[src/rtl/display_scan.sv]
`default_nettype none
// ============================================================================
// Module   : display_scan
// Purpose  : Time-multiplexed 8-digit 7-segment scanner with per-slot
//            blanking, frame-level shadowing of display data, lamp test and
//            a frame wrap pulse. All outputs are registered.
// Revision : 1.0 - initial release
// ============================================================================
module display_scan #(
  parameter int SCAN_DIV    = 50000,
  parameter int DEAD_CYCLES = 16
) (
  input  logic       clk,
  input  logic       rst_n,
  input  logic [6:0] led0,
  input  logic [6:0] led1,
  input  logic [6:0] led2,
  input  logic [6:0] led3,
  input  logic [6:0] led4,
  input  logic [6:0] led5,
  input  logic [6:0] led6,
  input  logic [6:0] led7,
  input  logic [7:0] digit_en,
  input  logic [7:0] dp_mask,
  input  logic       lamp_test,
  output logic [7:0] an,
  output logic [6:0] seg,
  output logic       dp_n,
  output logic       frame_tick
);

  localparam int                CNT_W   = (SCAN_DIV > 2) ? $clog2(SCAN_DIV) : 1;
  localparam logic [CNT_W-1:0]  CNT_MAX = CNT_W'(SCAN_DIV - 1);
  localparam logic [CNT_W-1:0]  DEAD    = CNT_W'(DEAD_CYCLES);

  logic [CNT_W-1:0] cnt;
  logic [2:0]       idx;
  logic [6:0]       led_sh [8];
  logic [7:0]       en_sh;
  logic [7:0]       dp_sh;

  logic             cnt_wrap;
  logic             capture;
  logic             blank;
  logic [7:0]       an_d;
  logic [6:0]       seg_d;
  logic             dp_d;
  logic             tick_d;

  assign cnt_wrap = (cnt == CNT_MAX);
  assign capture  = (idx == 3'd0) && (cnt == '0);
  assign blank    = (cnt < DEAD);

  // Slot counter and digit index; index advances on each slot wrap.
  always_ff @(posedge clk) begin
    if (!rst_n) begin
      cnt <= '0;
      idx <= 3'd0;
    end else if (cnt_wrap) begin
      cnt <= '0;
      idx <= idx + 3'd1;
    end else begin
      cnt <= cnt + 1'b1;
    end
  end

  // Frame shadow: latch display data once per frame so a frame never tears.
  always_ff @(posedge clk) begin
    if (!rst_n) begin
      for (int i = 0; i < 8; i++) led_sh[i] <= 7'h7F;
      en_sh <= 8'h00;
      dp_sh <= 8'h00;
    end else if (capture) begin
      led_sh[0] <= led0;
      led_sh[1] <= led1;
      led_sh[2] <= led2;
      led_sh[3] <= led3;
      led_sh[4] <= led4;
      led_sh[5] <= led5;
      led_sh[6] <= led6;
      led_sh[7] <= led7;
      en_sh     <= digit_en;
      dp_sh     <= dp_mask;
    end
  end

  // Next output values; lamp test is live and overrides the digit enable,
  // but the blanking window always wins so anodes never overlap.
  always_comb begin
    an_d   = 8'hFF;
    seg_d  = 7'h7F;
    dp_d   = 1'b1;
    tick_d = (idx == 3'd7) && cnt_wrap;
    if (!blank) begin
      if (lamp_test) begin
        an_d  = ~(8'd1 << idx);
        seg_d = 7'h00;
        dp_d  = 1'b0;
      end else if (en_sh[idx]) begin
        an_d  = ~(8'd1 << idx);
        seg_d = led_sh[idx];
        dp_d  = ~dp_sh[idx];
      end
    end
  end

  // Output registers (one cycle behind the counter state).
  always_ff @(posedge clk) begin
    if (!rst_n) begin
      an         <= 8'hFF;
      seg        <= 7'h7F;
      dp_n       <= 1'b1;
      frame_tick <= 1'b0;
    end else begin
      an         <= an_d;
      seg        <= seg_d;
      dp_n       <= dp_d;
      frame_tick <= tick_d;
    end
  end

endmodule
`default_nettype wire

[config.mk]
export PLATFORM = sky130hd
export DESIGN_NAME = display_scan
export DESIGN_NICKNAME = d
export VERILOG_FILES = /design/src/rtl/display_scan.sv
export SDC_FILE = /design/constraint.sdc
export NUM_CORES = 1
export LEC_CHECK = 0
export ABC_CLOCK_PERIOD_IN_PS = 8000
export CORE_ASPECT_RATIO = 0.5
export CORE_MARGIN = 1
export CORE_UTILIZATION = 50
export DETAILED_ROUTE_END_ITERATION = 8
export PLACE_DENSITY = 0.78
export SYNTH_ARGS = -nofsm -noshare
export SYNTH_HDL_FRONTEND = slang
export SYNTH_SLANG_ARGS = --single-unit
[constraint.sdc]
create_clock -name clk -period 8 [get_ports clk]
set_clock_uncertainty 0.15 [all_clocks]
set_input_delay 1.6 -clock clk [delete_from_list [all_inputs] [get_ports clk]]
set_output_delay 1.6 -clock clk [all_outputs]
set_load 0.01 [all_outputs]
==> out/results.md, run 1 <==
• power per cell area: 197.8 nW/um^2
• Unique masters post-synth: 40
• most numerous cell types in the synthesized netlist: sky130_fd_sc_hd__nand2b_1, sky130_fd_sc_hd__edfxtp_1, sky130_fd_sc_hd__dfxtp_1, sky130_fd_sc_hd__nor2_1, sky130_fd_sc_hd__a22o_1
• deepest clock path buffer count: 2
• internal power: 0.0009125 W
• worst hold-check path type: reg -> reg
• top flip-flop cell by instance count after synthesis: sky130_fd_sc_hd__edfxtp_1
• part of the power in registers: 55.2%
• Port Buffer Count: 91
• vertical extent of the die: 70.29 um
• total congestion overflow after global routing: 0
• total instance count after detailed placement: 552
• Maximum Capacitance Violations: 0
• row count: 24
• share of synthesized flip-flops with an asynchronous set or reset: 0%
• IO Pins: 92
• design area: 5902 um^2
• Data required, critical path: 7.76 ns
• Clk network pwr share: 36.0%
• path type of the worst setup path: in -> reg
• Placement Cell Area: 5620 um^2
• synthesized cell area: 4663 um^2
• Total GRT Usage: 20.44%
• number of register bits inferred by synthesis: 111
• number of nets in the layout: 529
• switching fraction of total power: 21.82%
• Max rail drop VDD: 123.6 uV
• EDFF count, synth: 56
• CTS tree: yes
• Total Power Consumption: 0.001167 W
• placed wire-length estimate: 6.228 mm
• net load switching power: 0.0002547 W
• number of buffers created by CTS: 9
• dominant combinational cell family by area after synthesis: simple AND/OR/NAND/NOR gates
• Worst Path Arrival: 4.07 ns
• sequential element share of the synthesized area: 59.67%
• Mapped Nets: 447
• Die X-Extent: 138.6 um
• unrepaired setup endpoints after global routing: false
• area growth from synthesis to layout: 26.56%
• multiplexer area fraction after synthesis: 9.069%
• worst hold-check slack: 0.3307 ns
• RePlAce Congestion: 0.8184
• adder and majority gate portion of the synthesized area: 2.146%
• number of levels in the clock H-tree: 3
• status: complete, but fails checks
• area share of the largest cell type after synthesis: 36.06%
• sum of negative setup slack: 0 ns
• count of TritonRoute iterations in the first routing pass: 6
• global-route wire length before repair: 15.17 mm
• setup violators final: 0
• synthesized instance count: 364
• area of the core region: 8889 um^2
• total length of routed wires: 9.143 mm
• family of cells with the greatest summed delay on the critical path: buffers and inverters
• share of post-route cells with drive strength above 1: 10.64%
• fraction of power consumed by combinational cells: 8.8%
• number of vias after detailed routing: 2989
• xor and xnor area share after synthesis: 2.629%
• number of global-route vias before repair: 3103
• antenna violations before repair: 0
• highest net fanout along the worst path: 56
• slew at the pin with the worst max-slew slack: 1.148 ns
• tightest slew margin relative to the limit: 23.35%
• Root Buffer: sky130_fd_sc_hd__clkbuf_16
• cell at the slowest stage of the critical path: sky130_fd_sc_hd__clkdlybuf4s50_1
• final slew viol count: 0
• post-CTS clock slew at the launch and capture registers of the worst setup and hold paths: 0.07 ns
• Final Non-Filler Cells: 568
• number of buffer and inverter instances along the worst setup path: 2
• violated checks: DRC
• antenna viol nets, final: 0
• Initial Util: 52.46%
• Startpoint Class: primary input
• static leakage power: 1.992 nW
• Synth warnings: 0
• Vias per Instance: 5.262
• largest net degree at the start of global routing: 59
• clock latency at the later pin of the worst-skew pair: 0.35 ns
• total die area: 9740 um^2
• area fraction in compound gates after synthesis: 6.413%
• kind of capture point of the worst setup path: flop
• clock period minus worst slack: 4.309 ns
• most used standard cell by instance count after synthesis: sky130_fd_sc_hd__nand2b_1
• maximum clock frequency: 232.1 MHz
• drc violations: 5
• Post-CTS Setup Inserts: 0
• CP cell instances: clkdlybuf4s50_1 -> a21boi_2 -> inv_2
• number of failing hold endpoints at the final stage: 0
• final cycle utilization of the critical path: 53.86%
• CP peak stage delay: 1.02 ns
• fraction of the mapped netlist area in simple logic gates: 16.82%
• average wire per standard cell: 16.10 um
• violation count after the first detailed-routing iteration: 196
• Gates resized, CTS repair: 0
• Area contributors post-synth: sky130_fd_sc_hd__edfxtp_1, sky130_fd_sc_hd__dfxtp_1, sky130_fd_sc_hd__nand2b_1, sky130_fd_sc_hd__mux4_2, sky130_fd_sc_hd__mux2_2
• # hold bufs at CTS: 0
• post-synthesis cell type with the largest combined area: sky130_fd_sc_hd__edfxtp_1
• average cell area after synthesis: 12.81 um^2
• number of diodes: 0
• clock sink count: 111
[power by group through the flow]
stage | Sequential (W) | Clock (W) | Combinational [W]
6_report | 0.000645 | 0.000420 | 0.000102
2_1_floorplan | 0.000653 | 0 | 0.0000586
5_1_grt | 0.000647 | 0.000450 | 0.000112
4_1_cts | 0.000645 | 0.000427 | 0.000103
3_3_place_gp | 0.000655 | 0 | 0.000101
3_5_place_dp | 0.000657 | 0 | 0.000103
[per-layer routing]
metal  part of all wire, %  vias to the layer above  track usage [%]  wire, um
li1                      -                     1482                -         -
met1                    44                     1436            24.12      3988
met2                    51                       61            36.10      4662
met4                   1.4                        0            6.492       126
met5                     0                        -                0         0
met3                   4.0                       10            6.104       366
[stage by stage]
step	utilization, %	setup WS, ns
final	66.40	3.691
after floorplan	-	4.372
after detailed placement	63.23	3.321
after CTS	66.40	3.705
after global placement	63.23	3.426
after global routing	66.40	3.522
[path summary, 6_finish.rpt]
kind                                             from                          to  slack (ns)  cells past startpoint
worst max-delay path                            rst_n  led_sh[7][1]$_SDFFCE_PN1P_        3.69                      3
worst min-delay path            en_sh[5]$_SDFFE_PN0P_       en_sh[5]$_SDFFE_PN0P_        0.33                      1
worst max register to register    idx[0]$_SDFFE_PN0P_  led_sh[7][1]$_SDFFCE_PN1P_        4.82                      5
worst min register to register  en_sh[5]$_SDFFE_PN0P_       en_sh[5]$_SDFFE_PN0P_        0.33                      1
[worst reg2reg max path, delay by kind of cell, from the launching register on]
family	cells	cell delay [ns]
flops	1	0.52
simple gates	1	0.22
compound gates	1	0.64
buf+inv	2	0.91
fa+ha+maj	1	0.28
[sequential cells by signal, summed over array words and instances (netlist names), named ones only]
| signal | cells |
|---|---|
| an | 8 |
| cnt | 16 |
| dp_n | 1 |
| dp_sh | 8 |
| en_sh | 8 |
| frame_tick | 1 |
| idx | 3 |
| led_sh | 56 |
| seg | 7 |
[final cells by class]
type / count / area, um^2
well taps: 117 / 146.4
repair buffers: 92 / 918.4
clock buffers: 10 / 239.0
inverters: 10 / 37.54
clock inverters: 6 / 42.54
flip-flops and latches: 111 / 2783
fillers: 651 / 2987
multi-input cells: 222 / 1735
[layout by cell type, fill, tap and decap left out, drive strengths merged, types with 2 or more instances in the layout]
cell type,netlist,layout
and2,3,3
and3,5,5
clkbuf,8,10
clkdlybuf4s50,0,91
nand4,8,8
a21oi,2,2
nand3,11,11
nor4,7,7
mux2,16,16
or4,2,2
or3,3,3
nor3,2,2
clkinvlp,0,2
o31ai,7,7
xor2,6,6
inv,10,12
and4,2,2
dfxtp,55,55
o22ai,7,7
edfxtp,56,56
nor2,24,24
xnor2,8,8
nand2b,58,58
clkinv,0,2
a22o,17,17
mux2i,4,4
ha,8,8
nand2,6,6
mux4,9,9
[logic make-up (layout without fill, tap and decap cells)]
family,Yosys count,after routing
AND/OR/NAND/NOR,133,133
flip-flops,111,111
AO/OA/AOI/OAI,38,38
buffers and inverters,31,118
multiplexers,29,29
XOR/XNOR,14,14
adder cells (fa/ha/maj),8,8
Power figures use the tool's default switching activity.
==> run 2: changes to the inputs <==
Settings changed: ABC_CLOCK_PERIOD_IN_PS 8000 to 3450, CORE_UTILIZATION 50 to 46, PLACE_DENSITY 0.78 to 0.75.
Clock period 8 ns to 3.45 ns, I/O delays scaled along.
==> run 2 against run 1 <==
  * The run now ends clean
  * Worst hold slack got worse by 0.0040 ns
  * Sequential share of layout area decreased by 0.46 points
  * Non-clock buffer count increased by 4
  * Total power increased by 130%
  * Final area increased by 0.98%
  * Critical endpoint is now led_sh[0][4]$_SDFFCE_PN1P_
  * Largest power group unchanged
==> out/results.md, run 2 (same netlist as run 1, synthesis figures left out) <==
• kind of capture point of the worst setup path: flop
• Data required, critical path: 3.37 ns, -4.39 ns
• final-layout fill cell count: 782, +20%
• Post-CTS Setup Inserts: 0, unchanged
• total instance count after detailed placement: 574, +4.0%
• Startpoint Class: flop
• number of nets in the layout: 533, +0.76%
• largest net degree at the start of global routing: 57, -3.4%
• number of diodes: 0, unchanged
• Final Non-Filler Cells: 590, +3.9%
• number of flip-flops under the largest register name: 56, unchanged
• static leakage power: 2.014 nW, +1.1%
• vertical extent of the die: 73.20 um, +4.1%
• number of buffers created by CTS: 9, unchanged
• leading cell type in the layout, fill and taps excluded: sky130_fd_sc_hd__clkdlybuf4s50_1
• violation count after the first detailed-routing iteration: 159, -19%
• status: finished clean
• Gates resized, CTS repair: 0, unchanged
• count of TritonRoute iterations in the first routing pass: 4, -2
• largest registers ranked by flip-flop count: led_sh x56, cnt x16
• setup violators final: 0, unchanged
• number of levels in the clock H-tree: 3, unchanged
• global-route wire length before repair: 14.23 mm, -6.2%
• sum of negative setup slack: 0 ns, unchanged
• average wire per standard cell: 15.27 um, -5.1%
• final cycle utilization of the critical path: 76.48%
• Root Buffer: sky130_fd_sc_hd__clkbuf_16
• tightest slew margin relative to the limit: 46.67%, +23 points
• total length of routed wires: 9.011 mm, -1.4%
• Initial Util: 48.40%, -4.1 points
• Crit Reg-Reg Startpoint: idx[0]$_SDFFE_PN0P_
• CTS tree: yes
• met3 Use GR: 4.790%, -1.3 points
• antenna viol nets, final: 0, unchanged
• total congestion overflow after global routing: 0, unchanged
• largest reg by FF count: led_sh
• number of vias after detailed routing: 3012, +0.77%
• total die area: 10570 um^2, +8.5%
• worst hold-check path type: reg -> reg
• IO Pins: 92, unchanged
• clock sink count: 111, unchanged
• sequential cell area: 2783 um^2, unchanged
• number of failing hold endpoints at the final stage: 0, unchanged
• drc violations: 0, -5
• maximum clock frequency: 379.0 MHz
• # hold bufs at CTS: 0, unchanged
• placed wire-length estimate: 6.352 mm, +2.0%
• row count: 25, +4.2%
• Maximum Capacitance Violations: 0, unchanged
• Total GRT Usage: 18.19%, -2.2 points
• met1 layer usage reported by global route: 22.37%, -1.7 points
• combined area of the multi-input logic cells: 1735 um^2, unchanged
• number of global-route vias before repair: 2998, -3.4%
• Max rail drop VDD: 273.6 uV, +120%
• Most Used Layer, Global Route: met2
• CP Launch Point: idx[0]$_SDFFE_PN0P_
• post-CTS clock slew at the launch and capture registers of the worst setup and hold paths: 0.06 ns, about the same
• final slew viol count: 0, unchanged
• startpoint of the most critical hold path: dp_sh[4]$_SDFFE_PN0P_
• GRT met2 Usage: 31.36%, -4.7 points
• antenna violations before repair: 0, unchanged
• Vias per Instance: 5.105, -3.0%
• clock period minus worst slack: 2.639 ns
• unrepaired setup endpoints after global routing: false
• area growth from synthesis to layout: 27.80%
• RePlAce Congestion: 0.7696, -6.0%
• share of post-route cells with drive strength above 1: 10.33%, -0.31 points
• Worst Path Arrival: 2.56 ns, -1.51 ns
• highest net fanout along the worst path: 56, unchanged
• clock latency at the later pin of the worst-skew pair: 0.34 ns, about the same
• Port Buffer Count: 91, unchanged
• area of the core region: 9634 um^2, +8.4%
• slew at the pin with the worst max-slew slack: 0.7953 ns, -0.3528 ns
• Die X-Extent: 144.4 um, +4.2%
• path type of the worst setup path: reg -> reg
• most frequent cells in the layout: sky130_fd_sc_hd__clkdlybuf4s50_1, sky130_fd_sc_hd__nand2b_1, sky130_fd_sc_hd__edfxtp_1
• power per cell area: 447.4 nW/um^2, +130%
• deepest clock path buffer count: 2, unchanged
[run 2: cell count changes in the layout (fill, tap and decap cells not counted)]
| cell | delta |
|---|---|
| sky130_fd_sc_hd__clkbuf_1 | +4 |
| sky130_fd_sc_hd__buf_12 | +2 |
| sky130_fd_sc_hd__buf_4 | +2 |
| sky130_fd_sc_hd__inv_6 | -2 |
| sky130_fd_sc_hd__clkinv_1 | +1 |
| sky130_fd_sc_hd__clkinv_4 | -1 |
| sky130_fd_sc_hd__clkinvlp_2 | -1 |
| sky130_fd_sc_hd__clkinvlp_4 | -1 |
[run 2: path summary, 6_finish.rpt]
kind / to / slack (ns) / cells after the start
worst max-delay path: led_sh[0][4]$_SDFFCE_PN1P_ / 0.81 / 6
worst min-delay path: dp_sh[4]$_SDFFE_PN0P_ / 0.33 / 1
worst max register to register: led_sh[0][4]$_SDFFCE_PN1P_ / 0.81 / 6
worst min register to register: dp_sh[4]$_SDFFE_PN0P_ / 0.33 / 1
[run 2: per-stage QoR]
stage,utilization (%),cell area [um^2],setup WS [ns],hold WS [ns],power [W]
after global routing,61.86,5959,0.6935,0.3454,0.002758
after global placement,59.14,5698,0.7448,0.3048,0.001766
after detailed placement,59.14,5698,0.7063,0.3113,0.001771
after floorplan,-,4663,0.2716,0.2875,0.001651
final,61.86,5959,0.8113,0.3267,0.002666
after CTS,61.86,5959,0.8044,0.3307,0.002682
[run 2: critical path, stage by stage, from the launching register on]
cell and delay, ns:
sky130_fd_sc_hd__dfxtp_1 0.51, sky130_fd_sc_hd__inv_1 0.21, sky130_fd_sc_hd__ha_1 0.27, sky130_fd_sc_hd__and4_1 0.22
sky130_fd_sc_hd__a21boi_2 0.64, sky130_fd_sc_hd__inv_2 0.11, sky130_fd_sc_hd__buf_12 0.23
[run 2: power by group]
part           total, W  switching, W  leakage, nW  internal [W]
combinational  0.000247      0.000103        0.968      0.000144
clock          0.000927      0.000421        0.126      0.000506
sequential      0.00149     0.0000233        0.921       0.00147
total           0.00267      0.000548         2.01       0.00212
[run 2: layer usage]
layer	up-vias	routed length, um
li1	1493	-
met3	10	398
met1	1457	4107
met2	52	4384
met5	-	0
met4	0	120
[run 2: cell type report]
cell class	count	share of cell area (%)
Inverter	10	0.6299
Sequential cell	111	46.69
Timing Repair Buffer	96	16.33
Multi-Input combinational cell	222	29.12
Clock buffer	14	4.262
Tap cell	135	2.834
Clock inverter	2	0.1260
==> run 3: changes to the inputs <==
Settings changed: ABC_CLOCK_PERIOD_IN_PS 3450 to 2600, CORE_UTILIZATION 46 to 50, PLACE_DENSITY 0.75 to 0.78.
Clock period 3.45 ns to 2.6 ns, I/O delays scaled along.
==> run 3 against run 2 <==
  * Sequential power increased by 33%
  * Largest cell class unchanged
  * First-iteration DRC count increased by 1.3%
  * Critical path depth decreased by 1
  * Combinational power is 37% higher
  * Wire length rose by 5.0%
  * Final area grew 1.5%
  * Worst hold slack hardly changed
  * Critical endpoint is now led_sh[0][0]$_SDFFCE_PN1P_
  * Sequential share of layout area shrank 0.66 points
  * Worst setup slack worse by 0.61 ns
  * Utilization is 6.2 points higher
  * Via count up 1.2%
  * Clock power grew 60%
  * The flow now finishes with violations (DRC)
  * Highest routed layer unchanged
==> out/results.md, run 3 (same netlist as run 1, synthesis figures left out) <==
• # hold bufs at CTS: 0, unchanged
• post-CTS clock slew at the launch and capture registers of the worst setup and hold paths: 0.07 ns, about the same
• path type of the worst setup path: reg -> reg
• row count: 24, -4.0%
• vertical extent of the die: 70.29 um, -4.0%
• CP peak stage delay: 0.56 ns, -0.08 ns
• average wire per standard cell: 16.43 um, +7.6%
• clock period minus worst slack: 2.402 ns, -0.2367 ns
• setup violators final: 0, unchanged
• Total GRT Usage: 20.61%, +2.4 points
• final cycle utilization of the critical path: 92.39%, +16 points
• R2R setup slack: 0.20 ns, -0.61 ns
• Port Buffer Count: 91, unchanged
• Die X-Extent: 138.6 um, -4.0%
• share of post-route cells with drive strength above 1: 13.29%, +3.0 points
• kind of capture point of the worst setup path: flop
• worst hold-check slack: 0.3268 ns, +0.00008900 ns
• placed wire-length estimate: 6.378 mm, +0.42%
• Gates resized, CTS repair: 0, unchanged
• unrepaired setup endpoints after global routing: false
• number of vias after detailed routing: 3048, +1.2%
• tightest slew margin relative to the limit: 59.29%, +13 points
• Vias per Instance: 5.292, +3.7%
• slew at the pin with the worst max-slew slack: 0.6028 ns, -0.1925 ns
• count of TritonRoute iterations in the first routing pass: 6, +2
• maximum clock frequency: 416.3 MHz, +9.9%
• power per cell area: 627.7 nW/um^2, +40%
• Worst Path Arrival: 2.28 ns, -0.28 ns
• global-route wire length before repair: 15.28 mm, +7.4%
• deepest clock path buffer count: 2, unchanged
• worst hold-check path type: reg -> reg
• largest registers ranked by flip-flop count: led_sh x56, cnt x16
• antenna viol nets, final: 0, unchanged
• number of nets in the layout: 537, +0.75%
• final-layout fill cell count: 650, -17%
• number of buffers created by CTS: 9, unchanged
• Post-CTS Setup Inserts: 0, unchanged
• violated checks: DRC
• static leakage power: 2.066 nW, +2.6%
• number of diodes: 0, unchanged
• CP cell instances: or4_4 -> nor4_4 -> a21boi_4 -> clkinvlp_4 -> buf_12
• area growth from synthesis to layout: 29.76%
• IO Pins: 92, unchanged
• Maximum Capacitance Violations: 0, unchanged
• cell at the slowest stage of the critical path: sky130_fd_sc_hd__or4_4
• RePlAce Congestion: 0.8215, +6.7%
• total congestion overflow after global routing: 0, unchanged
• clock latency at the later pin of the worst-skew pair: 0.35 ns, about the same
• Data required, critical path: 2.48 ns, -0.89 ns
• total length of routed wires: 9.463 mm, +5.0%
• leading cell type in the layout, fill and taps excluded: sky130_fd_sc_hd__clkdlybuf4s50_1
• number of failing hold endpoints at the final stage: 0, unchanged
• largest net degree at the start of global routing: 59, +3.5%
• area of the core region: 8889 um^2, -7.7%
• clock sink count: 111, unchanged
• CTS tree: yes
• highest net fanout along the worst path: 56, unchanged
• largest reg by FF count: led_sh
• sequential cell area: 2785 um^2, about the same
• antenna violations before repair: 0, unchanged
• number of levels in the clock H-tree: 3, unchanged
• Initial Util: 52.46%, +4.1 points
• number of flip-flops under the largest register name: 56, unchanged
• violation count after the first detailed-routing iteration: 161, +1.3%
• sum of negative setup slack: 0 ns, unchanged
• status: complete, but fails checks
• Max rail drop VDD: 361.8 uV, +32%
• number of global-route vias before repair: 3045, +1.6%
• combined area of the multi-input logic cells: 1752 um^2, +0.94%
• Root Buffer: sky130_fd_sc_hd__clkbuf_16
• final slew viol count: 0, unchanged
• total die area: 9740 um^2, -7.8%
• most frequent cells in the layout: sky130_fd_sc_hd__clkdlybuf4s50_1, sky130_fd_sc_hd__nand2b_1, sky130_fd_sc_hd__edfxtp_1
• final standard cell utilization of the core: 68.07%, +6.2 points
• Startpoint Class: flop
• drc violations: 8, +8
==> run 3: power breakdown <==
part | internal (W) | total, W | switching [W]
clock network | 0.000871 | 0.00148 | 0.000608
logic | 0.000197 | 0.000339 | 0.000142
registers | 0.00195 | 0.00198 | 0.0000317
total | 0.00302 | 0.00380 | 0.000782
==> run 3: routing by layer <==
layer,global-route usage (%),vias up,part of all wire [%]
met4,6.742,0,1.3
met2,35.76,48,51
li1,-,1497,-
met5,0,-,0
met3,5.007,9,3.4
met1,25.51,1494,45
==> run 3: final timing paths <==
kind | start | endpoint | cells past startpoint
setup reg to reg | cnt[9]$_SDFF_PP0_ | led_sh[0][0]$_SDFFCE_PN1P_ | 5
setup / recovery | cnt[9]$_SDFF_PP0_ | led_sh[0][0]$_SDFFCE_PN1P_ | 5
hold / removal | dp_sh[1]$_SDFFE_PN0P_ | dp_sh[1]$_SDFFE_PN0P_ | 1
hold reg to reg | dp_sh[1]$_SDFFE_PN0P_ | dp_sh[1]$_SDFFE_PN0P_ | 1
==> run 3: critical path: cells and delay by family (launching register included) <==
kind            cells  cell delay (ns)
simple gates        2             0.90
buf+inv             2             0.41
flops               1             0.37
compound gates      1             0.21
==> run 3: layout make-up <==
class	count	share of cell area, %
sequential	111	46.03
multi-input combinational	222	28.95
timing repair buffer	100	16.58
clock buffer	11	4.012
tap	117	2.419
clock inverter	5	1.323
inverter	10	0.6824
==> run 3: per-stage QoR <==
stage | total power [W] | setup slack [ns] | cell area (um^2) | instances
global placement | 0.002347 | 0.1042 | 5728 | 560
detailed placement | 0.002359 | 0.07333 | 5728 | 560
global route | 0.003923 | 0.1133 | 6051 | 576
floorplan | 0.002197 | 0.02091 | 4700 | 364
CTS | 0.003823 | 0.2105 | 6051 | 576
finish | 0.003798 | 0.1980 | 6051 | 576
